### config.mk
export PLATFORM = sky130hd
export DESIGN_NAME = fetch_ctrl
export DESIGN_NICKNAME = d
export VERILOG_FILES = /design/src/rtl/fetch_ctrl.sv
export SDC_FILE = /design/constraint.sdc
export NUM_CORES = 1
export LEC_CHECK = 0
export CORE_ASPECT_RATIO = 0.9
export CORE_MARGIN = 2
export CORE_UTILIZATION = 50
export DETAILED_ROUTE_END_ITERATION = 10
export DONT_BUFFER_PORTS = 1
export PLACE_DENSITY = 0.69
export RECOVER_POWER = 100
export SLEW_MARGIN = 20
export SYNTH_ARGS = -nofsm -noshare
export SYNTH_HDL_FRONTEND = slang
export SYNTH_SLANG_ARGS = --single-unit
### constraint.sdc
create_clock -name clk -period 3 [get_ports clk]
set_input_delay 0.45 -clock clk [delete_from_list [all_inputs] [get_ports clk]]
set_output_delay 0.45 -clock clk [all_outputs]
set_load 0.05 [all_outputs]
### src/rtl/fetch_ctrl.sv
// Pipeline fetch controller: arbitrates branch/jump redirects, load-use stalls and
// instruction-memory waits, with a timeout abort and saturating stall/flush counters.
module fetch_ctrl #(
  parameter logic [7:0] TIMEOUT = 8'd255
) (
  input  logic        clk,
  input  logic        reset,
  input  logic        Z,
  input  logic        JR,
  input  logic        J,
  input  logic        load_use,
  input  logic        imem_ready,
  output logic [1:0]  pc_sel,
  output logic        PC_IFWrite,
  output logic        IFID_Write,
  output logic        IFID_Flush,
  output logic        IDEX_Flush,
  output logic        imem_abort,
  output logic        fetch_err,
  output logic [15:0] stall_cnt,
  output logic [15:0] flush_cnt
);

  typedef enum logic [1:0] {
    HOLD    = 2'd0,
    RUN     = 2'd1,
    MEMWAIT = 2'd2
  } state_t;

  state_t     state, state_nxt;
  logic [7:0] wait_cnt, wait_nxt;
  logic       stall_inc, flush_inc, err_set;

  always_comb begin
    state_nxt  = state;
    wait_nxt   = wait_cnt;
    pc_sel     = 2'b00;
    PC_IFWrite = 1'b0;
    IFID_Write = 1'b0;
    IFID_Flush = 1'b0;
    IDEX_Flush = 1'b0;
    imem_abort = 1'b0;
    stall_inc  = 1'b0;
    flush_inc  = 1'b0;
    err_set    = 1'b0;
    if (reset) begin
      IFID_Flush = 1'b1;
      IDEX_Flush = 1'b1;
      state_nxt  = HOLD;
      wait_nxt   = 8'd0;
    end else begin
      case (state)
        HOLD: begin
          IFID_Flush = 1'b1;
          IDEX_Flush = 1'b1;
          state_nxt  = RUN;
          wait_nxt   = 8'd0;
        end
        RUN, MEMWAIT: begin
          if (Z || (!load_use && (JR || J))) begin
            // Redirect: a pending fetch from the old path is cancelled.
            pc_sel     = Z ? 2'b01 : (JR ? 2'b11 : 2'b10);
            PC_IFWrite = 1'b1;
            IFID_Flush = 1'b1;
            IDEX_Flush = Z;
            flush_inc  = 1'b1;
            imem_abort = (state == MEMWAIT);
            wait_nxt   = 8'd0;
            state_nxt  = RUN;
          end else if (load_use) begin
            // Wait keeps counting but parks at TIMEOUT so the abort still fires afterwards.
            IDEX_Flush = 1'b1;
            stall_inc  = 1'b1;
            if (state == MEMWAIT && wait_cnt != TIMEOUT)
              wait_nxt = wait_cnt + 8'd1;
          end else if (imem_ready) begin
            PC_IFWrite = 1'b1;
            IFID_Write = 1'b1;
            wait_nxt   = 8'd0;
            state_nxt  = RUN;
          end else begin
            IFID_Flush = 1'b1;
            stall_inc  = 1'b1;
            if (state == RUN) begin
              wait_nxt  = 8'd1;
              state_nxt = MEMWAIT;
            end else if (wait_cnt == TIMEOUT) begin
              imem_abort = 1'b1;
              err_set    = 1'b1;
              wait_nxt   = 8'd0;
              state_nxt  = RUN;
            end else begin
              wait_nxt = wait_cnt + 8'd1;
            end
          end
        end
        default: state_nxt = HOLD;
      endcase
    end
  end

  always_ff @(posedge clk) begin
    if (reset) begin
      state     <= HOLD;
      wait_cnt  <= 8'd0;
      stall_cnt <= 16'd0;
      flush_cnt <= 16'd0;
      fetch_err <= 1'b0;
    end else begin
      state    <= state_nxt;
      wait_cnt <= wait_nxt;
      if (stall_inc && stall_cnt != 16'hFFFF)
        stall_cnt <= stall_cnt + 16'd1;
      if (flush_inc && flush_cnt != 16'hFFFF)
        flush_cnt <= flush_cnt + 16'd1;
      if (err_set)
        fetch_err <= 1'b1;
    end
  end

endmodule

==> run metrics <==
Worst EP required 2550 ps; CTS root buf clkbuf_8; final setup fails 0; Synth Register Bits 43; Critical Path AT 2250 ps; CTS buffer count 5; CTS sink cnt 43; hold path start reset; Switch Pwr 304 µW; synthesized cell area 2440 µm²; largest net degree at the start of global routing 40; I/O pin count 47; design area 2690 µm²; Synth Area in Simple Gates 34.4%; f_max 0.371 GHz; ant diodes 0; CP peak stage delay 570 ps; Synth Area in XOR/XNOR 7.17%; final hold slack 204 ps; CORE AREA 4770 µm²; initial DRC count 89; reg2reg path depth 6; slowest cell on the critical path ha_1; initial antenna violation count 0; Initial Util 51.2%; largest family of logic cells by synthesized area simple AND/OR/NAND/NOR gates; Hold Crit Class in2reg; Placer Congestion 0.915; Hold Path End wait_cnt[1]; Post-CTS Setup Bufs 0; LEAKAGE 0.000912 µW; main flop type after synthesis dfxtp_1; Mapped Cells 290; Seq pwr share 46.8%; Max Slew Vio Count 0; clk buf depth 2; number of port buffers 0; synth unique cells 55; top cells by area, synth dfxtp_1 (35%), nor2_1 (6.6%), nand4_1 (5.1%); maximum fanout along the worst path 16; layout cells sized above 1 7.23%; clk_lat worst skew 300 ps; CP Class reg2out; RR Endpoint wait_cnt[5]; crit share post-route 89.9%; first-pass GRT wire length 9.23 mm; WHS Path Cells 1; Logic pwr share 9.6%; reg2reg setup slack 410 ps; worst slew pin tran 1070 ps; RSZ-0062 raised after global routing false; Startpoint Class flop; Net Sw Frac 24.4%; Total Wirelength 5.51 mm; clock slew at reported path FFs 90 ps; multi-input logic area 1470 µm²; Die H 70.3 µm; Syn. warnings 0; status finished clean; final HPWL from detailed placement 3.81 mm; global-route usage over all layers 21.0%; drt wl/cell 14.4 µm; Post-synth top cells dfxtp_1 (43), nor2_1 (43), nand2_1 (28); number of synthesized flops with an enable pin 0; Int Pwr 942 µW; Synth Area in Adders 3.59%; Total Neg Setup Slack 0 ps; Final #Nets 331; DRC 0; Clock Skew 8.48 ps; htree depth 2; detailed-route via count 2179; First-pass DRT Iterations 4; # rows 24; Worst Setup SP state[1]; post-CTS sizing 0; DIE WIDTH 77.7 µm; final critical-path setup slack 303 ps; synthesized net count 304; crit path capture type output port; TritonCTS clock tree yes; crit-path cells inv_1, ha_1, and2b_1, o21ai_0, nor2_1, clkbuf_2; mean number of vias per cell 5.69; top-area cell type share of the netlist area 35.2%; Die Area 5460 µm²; Final Hold Viols 0; Seq/Total Area, Yosys 35.2%; multiplexer area fraction after synthesis 2.51%; grt ovf 0; asr flop ratio synth 0%; Synth Area in Compound Gates 13.9%; Hold Buf Count CTS 0; post-layout min period 2700 ps; syn avg cell area 8.42 µm²; relative slew slack 28.2%; leading area contributor after synthesis dfxtp_1; vias in the first global route 1973; clock share of power 43.6%; PwrDens 462 nW/µm²; area grow syn2layout 10.3%; FF+latch area 861 µm²; DP Worst Slack 464 ps; reg-to-reg critical path startpoint state[1]; max_cap viols 0; Filler Cell Count 444; VDD IR max 0.250 mV; DRT antenna net count 0; placed cell area 2700 µm²
[placed cells by master (no fill, tap or decap), types with 3 or more instances in the layout]
cell | Yosys | layout
nor2_1 | 43 | 43
dfxtp_1 | 43 | 43
nand2_1 | 28 | 28
clkbuf_1 | 6 | 24
nand4_1 | 20 | 20
xnor2_1 | 13 | 13
a21oi_1 | 11 | 11
nor3_1 | 10 | 10
inv_1 | 7 | 7
o21ai_0 | 9 | 7
xor2_1 | 7 | 7
ha_1 | 7 | 7
nand3_1 | 6 | 6
mux2i_1 | 5 | 5
nor4b_1 | 3 | 5
a31oi_1 | 5 | 5
clkbuf_8 | 0 | 5
clkbuf_2 | 0 | 5
and3_1 | 4 | 4
and4_1 | 4 | 4
nor2b_1 | 4 | 4
and2_1 | 5 | 4
o2111ai_1 | 4 | 4
o211ai_1 | 3 | 3
nand3b_1 | 3 | 3
[critical path: cells and delay by family, from the launching register on]
kind                     cells  cell delay (ps)
buffers and inverters        2              360
AO/OA/AOI/OAI                1              180
flip-flops                   1              390
AND/OR/NAND/NOR              2              440
adder cells (fa/ha/maj)      1              570
[registers in the layout, summed over array words and instances (netlist names)]
name	cells
state	2
stall_cnt	16
flush_cnt	16
fetch_err	1
wait_cnt	8
[power by group through the flow]
| stage | Combinational (µW) | Sequential (µW) | Clock [µW] |
|---|---|---|---|
| 2_1_floorplan | 101 | 604 | 0 |
| 3_3_place_gp | 125 | 596 | 0 |
| 3_5_place_dp | 127 | 596 | 0 |
| 4_1_cts | 128 | 583 | 558 |
| 5_1_grt | 130 | 583 | 578 |
| 6_report | 119 | 582 | 544 |
[layout make-up]
class	count	share of cell area (%)
inverter	7	0.975
tap	65	3.02
timing repair buffer	30	4.55
multi-input combinational	230	54.4
sequential	43	32.0
clock inverter	3	2.51
clock buffer	5	2.55
[stage by stage]
step                total power (µW)  instances  utilization [%]
global placement                 721        375             56.5
finish                          1250        383             56.4
global route                    1290        383             56.4
floorplan                        705        290                -
CTS                             1270        383             59.4
detailed placement               723        375             56.5
[kinds of logic after synthesis]
kind of cell / after synthesis
AND/OR/NAND/NOR: 150
flip-flops: 43
adder cells (fa/ha/maj): 7
XOR/XNOR: 20
AO/OA/AOI/OAI: 47
multiplexers: 6
buffers and inverters: 17
[how the worst max path moves through the flow]
stage / endpoint / depth (start not counted)
2_1_floorplan: pc_sel[1] / 4
5_1_grt: stall_cnt[13] / 8
3_3_place_gp: stall_cnt[13] / 8
6_report: pc_sel[0] / 6
3_5_place_dp: stall_cnt[13] / 8
4_1_cts: pc_sel[0] / 6
[metal layers]
layer  global-route usage, %  share of wire (%)
met5                       0                  0
met4                    7.14                1.6
met3                    6.72                6.2
met2                    32.8                 44
met1                    27.3                 48
No activity file was read; power rests on OpenSTA's default activity.
